[config.mk]
export PLATFORM = sky130hd
export DESIGN_NAME = add8_err_monitor
export DESIGN_NICKNAME = d
export VERILOG_FILES = /design/src/rtl/add8_err_monitor.sv
export SDC_FILE = /design/constraint.sdc
export NUM_CORES = 1
export LEC_CHECK = 0
export BUFFER_PORTS_ARGS = -buffer_cell sky130_fd_sc_hd__clkbuf_2
export CAP_MARGIN = 20
export CORE_MARGIN = 2
export CORE_UTILIZATION = 58
export DETAILED_ROUTE_END_ITERATION = 7
export GPL_TIMING_DRIVEN = 0
export PLACE_DENSITY = 0.84
export SLEW_MARGIN = 10
export SYNTH_ARGS = -nofsm -noshare
export SYNTH_HDL_FRONTEND = slang
export SYNTH_SLANG_ARGS = --single-unit
export TNS_END_PERCENT = 5
[constraint.sdc]
create_clock -name clk -period 6.3 [get_ports clk]
set_clock_uncertainty 0.05 [all_clocks]
set_input_delay 0 -clock clk [delete_from_list [all_inputs] [get_ports clk]]
set_output_delay 0 -clock clk [all_outputs]
set_load 0.05 [all_outputs]
[src/rtl/add8_err_monitor.sv]
// add8_err_monitor
// Accuracy monitor for an approximate 8-bit adder. Each accepted triple
// (a, b, o_approx) is compared against the exact 9-bit sum. The block
// accumulates error statistics over a campaign: sample count, error count,
// sum of |error|, sum of error squared and worst-case error.
//
// Ports
//   clk        : single clock, rising edge
//   rst_n      : asynchronous active-low reset
//   start      : one-cycle pulse, clears statistics and opens a campaign
//   in_valid   : operand/result triple valid
//   in_ready   : block accepts a triple this cycle (registered, high only in RUN)
//   in_last    : marks the final triple of the campaign
//   a, b       : 8-bit adder operands
//   o_approx   : 9-bit approximate sum from the adder under test
//   n_samples  : accepted triples
//   n_err      : triples with nonzero error
//   sum_abs    : sum of |error|
//   sum_sq     : sum of error squared
//   wce        : worst-case |error|
//   ovf        : sample counter saturated
//   done       : campaign complete, statistics stable
module add8_err_monitor #(
  parameter int CNT_W = 17,
  parameter int PIPE  = 2
) (
  input  logic                clk,
  input  logic                rst_n,
  input  logic                start,
  input  logic                in_valid,
  output logic                in_ready,
  input  logic                in_last,
  input  logic [7:0]          a,
  input  logic [7:0]          b,
  input  logic [8:0]          o_approx,
  output logic [CNT_W-1:0]    n_samples,
  output logic [CNT_W-1:0]    n_err,
  output logic [CNT_W+8:0]    sum_abs,
  output logic [CNT_W+17:0]   sum_sq,
  output logic [8:0]          wce,
  output logic                ovf,
  output logic                done
);

  typedef enum logic [1:0] {
    IDLE  = 2'd0,
    RUN   = 2'd1,
    DRAIN = 2'd2,
    DONE  = 2'd3
  } state_t;

  localparam logic [CNT_W-1:0] CNT_ONE = {{(CNT_W-1){1'b0}}, 1'b1};
  localparam logic [CNT_W-1:0] CNT_MAX = {CNT_W{1'b1}};

  state_t               r_state;
  state_t               w_next_state;
  logic                 r_in_ready;

  // r_vld[0] is stage 1 occupancy, r_vld[PIPE-1] is the stage feeding the statistics.
  logic [PIPE-1:0]      r_vld;

  logic [8:0]           r_s1_sum;
  logic [8:0]           r_s1_approx;
  logic [8:0]           r_s1_abs;
  logic [8:0]           r_s2_abs;
  logic [17:0]          r_s2_sq;
  logic                 r_s2_nz;

  logic [CNT_W-1:0]     r_n_samples;
  logic [CNT_W-1:0]     r_n_err;
  logic [CNT_W+8:0]     r_sum_abs;
  logic [CNT_W+17:0]    r_sum_sq;
  logic [8:0]           r_wce;
  logic                 r_ovf;

  logic                 w_accept;
  logic [8:0]           w_sum;
  logic [8:0]           w_abs;
  logic                 w_update;

  assign w_accept = in_valid & r_in_ready;
  assign w_sum    = {1'b0, a} + {1'b0, b};
  assign w_abs    = (w_sum >= o_approx) ? (w_sum - o_approx) : (o_approx - w_sum);

  // Once the counter sits at its maximum every statistic freezes until start.
  assign w_update = r_vld[PIPE-1] & ~start & (r_n_samples != CNT_MAX);

  // State register. in_ready is registered from the next state so that it is
  // high exactly while the FSM sits in RUN.
  always_ff @(posedge clk or negedge rst_n) begin
    if (!rst_n) begin
      r_state    <= IDLE;
      r_in_ready <= 1'b0;
    end else begin
      r_state    <= w_next_state;
      r_in_ready <= (w_next_state == RUN);
    end
  end

  // Next-state logic. start wins from every state, including over a
  // simultaneous acceptance of a triple marked last.
  always_comb begin
    w_next_state = r_state;
    if (start) begin
      w_next_state = RUN;
    end else begin
      case (r_state)
        RUN:     if (w_accept && in_last) w_next_state = DRAIN;
        DRAIN:   if (r_vld == '0)         w_next_state = DONE;
        default: w_next_state = r_state;
      endcase
    end
  end

  // Output logic.
  always_comb begin
    in_ready = r_in_ready;
    done     = (r_state == DONE);
  end

  // Two-stage datapath. start squashes anything entering or in flight, so a
  // restart never lets an old triple reach the statistics.
  always_ff @(posedge clk or negedge rst_n) begin
    if (!rst_n) begin
      r_vld       <= '0;
      r_s1_sum    <= '0;
      r_s1_approx <= '0;
      r_s1_abs    <= '0;
      r_s2_abs    <= '0;
      r_s2_sq     <= '0;
      r_s2_nz     <= 1'b0;
    end else begin
      r_vld       <= {r_vld[PIPE-2:0], w_accept} & {PIPE{~start}};
      r_s1_sum    <= w_sum;
      r_s1_approx <= o_approx;
      r_s1_abs    <= w_abs;
      r_s2_abs    <= r_s1_abs;
      r_s2_sq     <= {9'd0, r_s1_abs} * {9'd0, r_s1_abs};
      // Nonzero flag comes from the exact/approx comparison directly rather
      // than from the subtraction path.
      r_s2_nz     <= (r_s1_sum != r_s1_approx);
    end
  end

  // Statistics accumulators. ovf is raised by the update that brings the
  // sample counter to its maximum.
  always_ff @(posedge clk or negedge rst_n) begin
    if (!rst_n) begin
      r_n_samples <= '0;
      r_n_err     <= '0;
      r_sum_abs   <= '0;
      r_sum_sq    <= '0;
      r_wce       <= '0;
      r_ovf       <= 1'b0;
    end else if (start) begin
      r_n_samples <= '0;
      r_n_err     <= '0;
      r_sum_abs   <= '0;
      r_sum_sq    <= '0;
      r_wce       <= '0;
      r_ovf       <= 1'b0;
    end else if (w_update) begin
      r_n_samples <= r_n_samples + CNT_ONE;
      r_n_err     <= r_n_err + {{(CNT_W-1){1'b0}}, r_s2_nz};
      r_sum_abs   <= r_sum_abs + {{CNT_W{1'b0}}, r_s2_abs};
      r_sum_sq    <= r_sum_sq + {{CNT_W{1'b0}}, r_s2_sq};
      if (r_s2_abs > r_wce) begin
        r_wce <= r_s2_abs;
      end
      if (r_n_samples == (CNT_MAX - CNT_ONE)) begin
        r_ovf <= 1'b1;
      end
    end
  end

  assign n_samples = r_n_samples;
  assign n_err     = r_n_err;
  assign sum_abs   = r_sum_abs;
  assign sum_sq    = r_sum_sq;
  assign wce       = r_wce;
  assign ovf       = r_ovf;

endmodule
==> Word level (Yosys, flattened, before mapping) <==
Index checks and enable logic that the tools add are counted.
W data, S select, Z words.
{ "word_totals": {"ff_bits": 165, "inputBits": 30, "output_inout_bits": 107, "elab_cells": 63} }
{ "classes": {"add_sub_neg": 7, "mul": 1, "n_lt_le_gt_ge": 2, "n_eq_ne": 7, "mux": 19, "bitwise_logic": 5, "n_reduce_logical": 7} }
{ "op_table": {"columns": ["operator", "n"], "rows": [
  ["$mux W35", 2],
  ["$mux W17", 4],
  ["$mux W26", 2],
  ["$mux W9", 4],
  ["$add A35 B18 Y35", 1],
  ["$add A26 B9 Y26", 1],
  ["$mul A9 B9 Y18", 1],
  ["$sub A9 B9 Y9", 2],
  ["$add A17 B1 Y17", 1],
  ["$add A17 B1 Y17 const B", 1],
  ["$eq A17 B17 Y1 const B", 1],
  ["$ne A17 B17 Y1 const B", 1],
  ["$add A8 B8 Y9", 1],
  ["$ge A9 B9 Y1", 1],
  ["$gt A9 B9 Y1", 1],
  ["$ne A9 B9 Y1", 1],
  ["$mux W2", 3],
  ["$reduce_bool A2 Y1", 3],
  ["$eq A2 B1 Y1 const B", 2],
  ["$eq A2 B2 Y1 const B", 2],
  ["$pmux W2 S2", 1],
  ["$reduce_and A2 Y1", 2],
  ["$and A1 B1 Y1", 3],
  ["$mux W1", 3],
  ["4 further kinds", 4]
]} }

==> Depth between registers and ports, before layout <==
Gate-level depths: netlist (run 1).
{ "logic_depth": {"depth_word": 6, "mapped_depth": 18, "mapped_depth_nobuf": 17} }

==> Worst setup path before layout (run 1) <==
Ideal clock, no wire load.
{ "synth_path": {"path_type": "reg-to-reg", "from": "reg r_s1_abs[6]", "to": "reg r_s2_sq[17]", "arrival_ns": 4.550, "required_time_ns": 6.171, "slack_ns": 1.621, "stages_incl_launch_ff": 18, "n_path_buf": 1, "synth_period_minus_slack_ns": 4.679, "path_cell_list": "dfrtp_1 clkbuf_1 and2_1 inv_1 fa_1 inv_1 fa_1 inv_1 fa_1 fa_1 inv_1 ha_1 o21a_1 a211o_1 a41oi_1 a21oi_1 o41ai_1 xor2_1"} }
{ "synth_via": {"elab_chain_cells": 1} }
{ "synth_rtl": {"columns": ["item", "line_no", "source"], "rows": [
  ["start: declaration", "64", "logic [8:0] r_s1_abs;"],
  ["start signal: assignment", "136", "r_s1_abs <= w_abs;"],
  ["$mul A9 B9 Y18", "138", "r_s2_sq <= {9'd0, r_s1_abs} * {9'd0, r_s1_abs};"],
  ["end signal: assignment", "138", null],
  ["end: declaration", "66", "logic [17:0] r_s2_sq;"]
]} }
Every way passes these cells.
A chain may end at the register's enable or synchronous reset.

==> Worst setup path after layout (run 1) <==
Ends and elaborated chain as after synthesis.

==> summary.txt, run 1 <==
Worst-Skew Late Latency: 440 ps
Routed WL: 27.8 mm
TritonCTS Buffers: 17
Net Count, Synth: 1351
Synth-to-Final Area Change: 17.0%
GRT Total Usage: 27.4%
Hold Worst Slack: 22.9 ps
Max cap viols: 0
Ant. Diodes: 0
Highest Clock Rate: 0.191 GHz
Setup_tns: 0 ps
Worst hold path stage count: 4
Final period util: 83.3%
Vias: 9457
Synth cell types: 71
Critical Path RT: 6600 ps
Fin nets: 1535
Synth Instances: 1179
Share of flip-flops with an asynchronous set or reset: 100%
Commonest cells after routing, fill and taps aside: 163 x dfrtp_1, 135 x clkbuf_2, 122 x inv_1
Root Buffer Master: clkbuf_16
Post-CTS Setup Repair Bufs: 0
Hold Path Class: in2reg
Fillers: 1325
M1 wire length: 11.3 mm
Crit path kind: reg2reg
Initial antenna violation count: 0
Die Wd: 143 um
ANT nets after route: 0
Number of vias per cell: 5.79
Initial Utilization: 59.5%
DR WL met2: 14.1 mm
Syn Area/Cell: 9.51 um^2
Slew Viols, Final: 0
Drt first pass iters: 5
Core Region: 18800 um^2
Grt total ovfl: 0
Die ar.: 20500 um^2
Layout cells sized above 1: 14.9%
Row count: 50
Worst hold path startpoint: in_last
Hold buffer count at cts: 29
Clock transition at path regs: 70 ps
CTS tree: yes
Vias in the first global route: 9252
Final setup vio count: 0
Reg2Reg Setup Slack: 1050 ps
Die height: 143 um
Largest net degree at the start of global routing: 100
Number of flops mapped to enable cells by yosys: 0
IO buf count: 135
Worst Path Max Fanout: 10
WP data arrival: 5550 ps
Worst r2r dst: r_s2_sq[17]$_DFF_PN0_
Worst Hold End: r_state[0]$_DFF_PN0_
CTS H-tree lvls: 4
Register area share after synthesis: 36.4%
DR top layer: met4
DRC Markers: 0
Clock tree sinks: 163
Endpoints failing hold: 0
Mapped cell area: 11200 um^2
Worst r2r src: r_s1_abs[6]$_DFF_PN0_
Commonest non-fill, non-tap cell in the layout: dfrtp_1
Synthesis warning total: 0
Starting DRT DRC Count: 658
Clock Path Buffers: 2
Fin crit period: 5250 ps
Outcome: finished clean
Slew @ Worst Pin: 870 ps
Met3 WL post-DR: 1.78 mm
Post-CTS sizing: 0
Critical Path Start Type: flip-flop
First-pass GRT wire length: 44.9 mm
Detailed placer's ending HPWL: 19.6 mm
Wirelength per Cell: 17.0 um
Io pins: 137
Global placement routability congestion: 0.894
Slew headroom: 41.9%
Reg2Reg Depth: 17
Post-synth top flop: dfrtp_1
Worst Setup End Kind: flip-flop
RSZ-0062 raised after global routing: no
Synth Register Bits: 163
worst max-delay path by stage:
stage | startpoint | end | slack, ps | cells past startpoint
2_1_floorplan | r_s1_abs[6]$_DFF_PN0_ | r_s2_sq[17]$_DFF_PN0_ | 1620 | 17
3_3_place_gp | r_s1_abs[6]$_DFF_PN0_ | r_s2_sq[17]$_DFF_PN0_ | 1200 | 17
3_5_place_dp | r_s1_abs[6]$_DFF_PN0_ | r_s2_sq[17]$_DFF_PN0_ | 1070 | 17
4_1_cts | r_s1_abs[6]$_DFF_PN0_ | r_s2_sq[17]$_DFF_PN0_ | 1060 | 17
5_1_grt | r_s1_abs[1]$_DFF_PN0_ | r_s2_sq[17]$_DFF_PN0_ | 870 | 17
6_report | r_s1_abs[6]$_DFF_PN0_ | r_s2_sq[17]$_DFF_PN0_ | 1050 | 17
Yosys cell counts (6+ instances only):
cell      count  area [um^2]
dfrtp_1     163         4080
inv_1       122          458
ha_1        105         1310
nor2_1      103          387
a21oi_1      89          445
nand2_1      89          334
xnor2_1      56          490
o21ai_0      43          215
xor2_1       43          377
fa_1         37          741
nand3_1      30          150
and2_1       22          138
clkbuf_1     22         82.6
nand4_1      18          113
mux2i_1      17          170
a211oi_1     15          113
nor2b_1      14         87.6
a21o_1       13         97.6
and3_1       13         81.3
o21a_1       11         82.6
a22o_1       10         87.6
or3_1        10         62.6
mux2_2        9          101
nor3_1        9         45.0
nor4_1        9         56.3
o21bai_1      9         67.6
a31oi_1       6         37.5
nand2b_1      6         37.5
o211ai_1      6         45.0
worst max-delay path, cell delays in order, from the launching register on:
cell and delay (ps):
dfrtp_1 360, clkbuf_1 370, and2_1 260, inv_1 80, fa_1 590, inv_1 70, fa_1 490, inv_1 50
fa_1 470, fa_1 550, inv_1 50, ha_1 340, o21a_1 150, a211o_1 330, a41oi_1 290, a21oi_1 150
o41ai_1 350, xor2_1 170
layer usage:
layer	track usage [%]	vias up
met1	34.7	4594
met4	9.74	0
met2	47.4	378
met3	4.86	70
met5	0	-
li1	-	4415
cell families after synthesis:
kind of cell / Yosys count / share of synthesized area [%]
and+or+nand+nor: 349 / 15.3
AOI/OAI and AO/OA: 244 / 14.3
adders and majority gates: 142 / 18.3
xor gates and xnor gates: 99 / 7.74
DFF: 163 / 36.4
buffers and inverters: 156 / 5.55
muxes: 26 / 2.42
metrics by stage:
step           cell area (um^2)  setup slack (ps)  utilization [%]  instances
2_1_floorplan             11200              1620                -       1179
6_report                  13100              1050             69.6       1634
5_1_grt                   13100               872             69.6       1634
3_5_place_dp              12200              1070             65.0       1575
3_3_place_gp              12200              1200             64.8       1574
4_1_cts                   13100              1060             69.6       1634
registers in the layout, summed over array words and instances, names as in the netlist:
| register | flops |
|---|---|
| sum_abs | 26 |
| r_s2_abs | 8 |
| n_samples | 17 |
| in_ready | 1 |
| ovf | 1 |
| r_s1_approx | 9 |
| r_vld | 2 |
| r_s2_nz | 1 |
| r_s1_abs | 9 |
| r_state | 2 |
| r_s1_sum | 9 |
| n_err | 17 |
| r_s2_sq | 17 |
| wce | 9 |
| sum_sq | 35 |
area by class of cell:
class                   instances  area, um^2  area share (%)
clock inverters                13         149            1.14
clock buffers                  17         425            3.24
flip-flops and latches        163        4080            31.1
inverters                     122         458            3.49
plain buffers                  34         164            1.25
multi-input cells             860        6510            49.6
repair buffers                165        1000            7.64
well taps                     260         325            2.48
Power of run 1 is left out: the tool's default activity adds up to more than one toggle a clock period on the data nets, which glitch-free logic cannot reach.
==> run 2, diff against run 1 <==
--- a/config.mk
+++ b/config.mk
@@ -8,10 +8,10 @@
 export BUFFER_PORTS_ARGS = -buffer_cell sky130_fd_sc_hd__clkbuf_2
 export CAP_MARGIN = 20
 export CORE_MARGIN = 2
-export CORE_UTILIZATION = 58
+export CORE_UTILIZATION = 54
 export DETAILED_ROUTE_END_ITERATION = 7
 export GPL_TIMING_DRIVEN = 0
-export PLACE_DENSITY = 0.84
+export PLACE_DENSITY = 0.82
 export SLEW_MARGIN = 10
 export SYNTH_ARGS = -nofsm -noshare
 export SYNTH_HDL_FRONTEND = slang
==> constraint.sdc (replaced) <==
create_clock -name clk -period 4.4 [get_ports clk]
set_clock_uncertainty 0.05 [all_clocks]
set_input_delay 0 -clock clk [delete_from_list [all_inputs] [get_ports clk]]
set_output_delay 0 -clock clk [all_outputs]
set_load 0.05 [all_outputs]
==> run 2 against run 1 <==
The run now ends with negative setup slack left; count of clock-buffer cells in the layout up 2; worst hold slack about the same; maximum frequency up 18%; final cell count up 2.1%; sequential share of layout area down 0.87 points; routed wire length up 0.34%; first-iteration DRC count down 15%; non-clock buffer count up 24; critical path depth unchanged; sequential cell count unchanged; final area up 3.1%; die area up 7.2%.
==> summary.txt, run 2 (synthesis gave the netlist of run 1 again) <==
Slew headroom: 43.5%
Die ar.: 21900 um^2
Synth-to-Final Area Change: 20.6%
Highest Clock Rate: 0.225 GHz
Register area: 4090 um^2
Vias in the first global route: 9424
Die Wd: 148 um
Root Buffer Master: clkbuf_16
Fin nets: 1559
Clock transition at path regs: 70 ps
Layout cells sized above 1: 19.2%
Worst Path Max Fanout: 6
Post-route setup slack: -38.4 ps
First-pass GRT wire length: 45.4 mm
Slew Viols, Final: 0
Violated checks: negative setup slack
Critical Path Start Type: flip-flop
Final period util: 101%
Routed WL: 27.9 mm
Core Region: 20300 um^2
Slew @ Worst Pin: 847 ps
Drt first pass iters: 5
GRT Total Usage: 25.6%
Clock Path Buffers: 2
CTS H-tree lvls: 4
Wirelength per Cell: 16.7 um
Initial Utilization: 55.2%
Commonest cells after routing, fill and taps aside: 157 x dfrtp_1, 135 x clkbuf_2, 114 x inv_1
Global placement routability congestion: 0.867
IO buf count: 135
Clock tree sinks: 163
Fillers: 1536
Critical Path RT: 4700 ps
Commonest non-fill, non-tap cell in the layout: dfrtp_1
DRC Markers: 0
Max FFs per register: 35
Fin crit period: 4440 ps
Grt total ovfl: 0
Number of vias per cell: 5.71
Final setup vio count: 2
Io pins: 137
Die height: 148 um
CTS tree: yes
Detailed placer's ending HPWL: 19.8 mm
Worst-Skew Late Latency: 430 ps
Worst Setup End Kind: flip-flop
Row count: 52
Hold Path Class: in2reg
Vias: 9519
Max cap viols: 0
ANT nets after route: 0
Initial antenna violation count: 0
Ant. Diodes: 0
Outcome: complete, but fails checks
Endpoints failing hold: 0
WP data arrival: 4730 ps
Largest net degree at the start of global routing: 99
Hold Worst Slack: 22.8 ps
TritonCTS Buffers: 17
Crit path kind: reg2reg
Starting DRT DRC Count: 558
Multi-input gate area in the final layout: 6660 um^2
RSZ-0062 raised after global routing: yes
[run 2: cell types whose count changed in the layout (fill, tap and decap cells not counted), sizes merged]
cell / before / now
clkinv: 3 / 4
inv: 128 / 125
buf: 9 / 35
[run 2: metal layers]
| layer | share of wire, % | GRT usage, % |
|---|---|---|
| met1 | 40 | 31.9 |
| met2 | 51 | 44.2 |
| met3 | 6.0 | 4.69 |
| met4 | 2.8 | 10.5 |
| met5 | 0 | 0 |
[run 2: area by class of cell]
| type | count | share of cell area (%) |
|---|---|---|
| buffer | 33 | 1.42 |
| clock buffer | 19 | 3.35 |
| clock inverter | 11 | 0.935 |
| inverter | 122 | 3.42 |
| multi-input combinational | 860 | 49.3 |
| sequential | 163 | 30.2 |
| tap | 270 | 2.50 |
| timing repair buffer | 190 | 8.83 |
[run 2: per-stage QoR]
step	area [um^2]	TNS, ps	utilization [%]	worst slack (ps)	std cells
final	13500	-76.0	66.6	-38.4	1668
after global routing	13500	-543	66.6	-188	1668
after CTS	13400	-185	65.9	-185	1660
after detailed placement	12300	-2250	60.5	-490	1585
after global placement	12300	-1680	60.4	-388	1584
after floorplan	11200	0	-	6.35	1179
[run 2: what timing repair did]
action                     CTS  global route
hold endpoints to repair    85             0
setup endpoints to repair    7             6
buffers inserted            17             8
resized for setup           28            14
hold buffers                29             0
pin swaps                   15            17
[run 2: path summary, 6_finish.rpt]
kind | start | end | slack, ps | cells after the start
hold reg to reg | r_s1_abs[6]$_DFF_PN0_ | r_s2_abs[6]$_DFF_PN0_ | 350 | 0
hold / removal | in_last | r_state[0]$_DFF_PN0_ | 20 | 4
min in group asynchronous | rst_n | sum_sq[26]$_DFFE_PN0P_ | 80 | 2
setup / recovery | r_s1_abs[5]$_DFF_PN0_ | r_s2_sq[16]$_DFF_PN0_ | -40 | 17
setup reg to reg | r_s1_abs[5]$_DFF_PN0_ | r_s2_sq[16]$_DFF_PN0_ | -40 | 17
max in group asynchronous | rst_n | r_s1_abs[0]$_DFF_PN0_ | 3330 | 3
[run 2: worst max-delay path, cell delays in order (launching register included)]
cell and delay (ps):
dfrtp_2 440, buf_4 170, and2_4 170, ha_1 280, xor2_1 180, fa_1 480, inv_1 60, fa_1 540
inv_1 60, fa_1 530, inv_1 60, ha_4 270, o21a_1 110, o31a_1 210, nor4_4 60, o311a_1 390
a21oi_2 160, xor2_1 150
Power of run 2 is left out for the same reason.
==> run 3, diff against run 2 <==
--- a/config.mk
+++ b/config.mk
@@ -5,13 +5,14 @@
 export SDC_FILE = /design/constraint.sdc
 export NUM_CORES = 1
 export LEC_CHECK = 0
+export ABC_AREA = 1
 export BUFFER_PORTS_ARGS = -buffer_cell sky130_fd_sc_hd__clkbuf_2
 export CAP_MARGIN = 20
 export CORE_MARGIN = 2
 export CORE_UTILIZATION = 54
 export DETAILED_ROUTE_END_ITERATION = 7
 export GPL_TIMING_DRIVEN = 0
-export PLACE_DENSITY = 0.82
+export PLACE_DENSITY = 0.81
 export SLEW_MARGIN = 10
 export SYNTH_ARGS = -nofsm -noshare
 export SYNTH_HDL_FRONTEND = slang
==> run 3 against run 2 <==
The run now ends clean; first-iteration DRC count is 46% higher; utilization is 3.0 points lower; synthesized area is 9.5% higher; sequential share of layout area is 1.7 points lower; critical endpoint unchanged; synthesized cell count is 40% higher; non-clock buffer count is 23 lower; critical path type unchanged; global-route usage is 1.6 points higher; routed wire length is 14% higher; die area is 9.2% higher; largest cell class unchanged.
==> summary.txt, run 3 <==
Outcome: finished clean
Max cap viols: 0
Synth Register Bits: 163
Synth cell types: 55
Critical Path RT: 4670 ps
Number of flops mapped to enable cells by yosys: 0
Seq pwr share: 18.1%
Setup_tns: 0 ps
Worst Setup End Kind: flip-flop
Starting DRT DRC Count: 813
Final total power: 11.7 mW
Fin nets: 2006
Io pins: 137
Initial Utilization: 54.5%
Worst-Skew Late Latency: 440 ps
Largest net degree at the start of global routing: 109
Commonest non-fill, non-tap cell in the layout: nand2_1
Register area: 4090 um^2
Die Wd: 155 um
Fin crit period: 4170 ps
Critical Path Start Type: flip-flop
Die ar.: 23900 um^2
Hold Worst Slack: 10.8 ps
IO buf count: 136
Max FFs per register: 35
DP Cell Count: 2073
Row count: 55
Clock Path Buffers: 2
CTS tree: yes
Final period util: 94.7%
Core Region: 22500 um^2
Combinational share of power: 68.9%
Hold Path Class: in2reg
PwrDens: 820 nW/um^2
Clock power share: 13.0%
Slew headroom: 57.2%
Commonest cells after routing, fill and taps aside: 428 x nand2_1, 271 x inv_1, 155 x dfrtp_1
Number of vias per cell: 5.41
Root Buffer Master: clkbuf_16
Util after Layout: 63.6%
Commonest cells in the netlist: 428 x nand2_1, 271 x inv_1, 163 x dfrtp_1
TritonCTS Buffers: 17
Syn Area/Cell: 7.43 um^2
Vias in the first global route: 11200
Slew @ Worst Pin: 642 ps
Maximum VDD drop: 993 uV
Fin cells: 2132
Slew Viols, Final: 0
Initial antenna violation count: 0
Fillers: 1943
Die height: 155 um
Multi-input gate area in the final layout: 7020 um^2
Most common cell in the netlist: nand2_1
Clock transition at path regs: 80 ps
Net Count, Synth: 1823
Endpoints failing hold: 0
Synth Instances: 1651
GRT Total Usage: 27.2%
Clock tree sinks: 163
Synth-to-Final Area Change: 16.6%
Leakage: 7.85 nW
WP data arrival: 4430 ps
CTS H-tree lvls: 4
Final setup vio count: 0
Vias: 11500
Mapped cell area: 12300 um^2
Drt first pass iters: 5
Internal: 5.82 mW
First-pass GRT wire length: 52.5 mm
Synthesis warning total: 0
Global placement routability congestion: 0.925
ANT nets after route: 0
Grt total ovfl: 0
Wirelength per Cell: 14.9 um
Sw frac: 50.4%
RSZ-0062 raised after global routing: no
Highest Clock Rate: 0.240 GHz
Layout cells sized above 1: 13.5%
Worst Path Max Fanout: 9
Yosys top cell area share: 33.2%
Cell taking the most area after synthesis: dfrtp_1
DRC Markers: 0
Ant. Diodes: 0
Register area share after synthesis: 33.2%
Top post-synthesis cells by area: dfrtp_1 33%, nand2_1 13%, ha_1 11%
NetSw: 5.92 mW
Crit path kind: reg2reg
Routed WL: 31.7 mm
Detailed placer's ending HPWL: 23.9 mm
Post-synth top flop: dfrtp_1
Share of flip-flops with an asynchronous set or reset: 100%
[run 3: final timing paths]
check / startpoint / to / slack, ps / cells past startpoint
setup / recovery: r_s1_abs[2]$_DFF_PN0_ / r_s2_sq[16]$_DFF_PN0_ / 230 / 16
hold / removal: b[4] / r_s1_sum[4]$_DFF_PN0_ / 10 / 5
setup reg to reg: r_s1_abs[2]$_DFF_PN0_ / r_s2_sq[16]$_DFF_PN0_ / 230 / 16
hold reg to reg: r_vld[0]$_DFF_PN0_ / r_vld[1]$_DFF_PN0_ / 430 / 2
max in group asynchronous: rst_n / r_s1_abs[8]$_DFF_PN0_ / 3360 / 3
min in group asynchronous: rst_n / n_samples[14]$_DFFE_PN0P_ / 20 / 2
[run 3: worst max-delay path, cell delays in order, from the launching register on]
cell and delay (ps):
dfrtp_2 480, nand2_1 130, fa_1 600, inv_1 70
fa_1 490, inv_1 50, fa_1 460, fa_1 550
inv_1 60, ha_4 260, a21oi_2 160, o21ai_1 100
o21ai_1 140, nand2_1 120, nand2_1 90, nand2_1 60
xor2_1 150
[run 3: metrics by stage]
stage | setup slack [ps] | instance area, um^2
after global routing | 9.53 | 14300
after floorplan | 156 | 12300
final | 235 | 14300
after CTS | 28.5 | 14200
after global placement | -254 | 13300
after detailed placement | -312 | 13300
[run 3: logic make-up (layout without fill, tap and decap cells)]
family                     Yosys count  after routing  share of synthesized area, %
AOI/OAI and AO/OA                  213            213                          9.86
adders and majority gates          142            142                          16.7
buffers and inverters              314            510                          9.84
and+or+nand+nor                    772            772                          27.0
DFF                                163            163                          33.2
xor gates and xnor gates            47             47                          3.35
[run 3: final cells by class]
cell class	instances	share of cell area (%)
clock buffer	17	2.97
multi-input combinational	1174	49.0
timing repair buffer	171	7.25
sequential	163	28.6
clock inverter	15	1.29
tap	285	2.49
inverter	278	7.31
buffer	29	1.07
[run 3: power groups by stage]
| stage | clock (mW) | sequential (mW) | combinational [mW] |
|---|---|---|---|
| 6_report | 1.53 | 2.12 | 8.08 |
| 5_1_grt | 1.60 | 2.14 | 9.29 |
| 4_1_cts | 1.54 | 2.12 | 7.68 |
| 3_5_place_dp | 0 | 2.08 | 7.65 |
| 3_3_place_gp | 0 | 2.07 | 7.42 |
| 2_1_floorplan | 0 | 2.20 | 5.90 |
[run 3: timing repair]
item                       in CTS  in global routing
gates resized for setup        10                 12
setup buffers                   2                  6
hold buffers                   26                  0
pin swaps                       0                  3
setup endpoints to repair       6                  6
hold endpoints to repair       90                  0
[run 3: metal layers]
| metal | track usage, % | part of all wire, % | up-vias |
|---|---|---|---|
| met5 | 0 | 0 | - |
| met3 | 4.29 | 6.6 | 73 |
| met2 | 47.9 | 49 | 416 |
| li1 | - | - | 5636 |
| met1 | 33.7 | 41 | 5407 |
| met4 | 9.96 | 2.6 | 0 |
No activity file was read; power rests on OpenSTA's default activity.
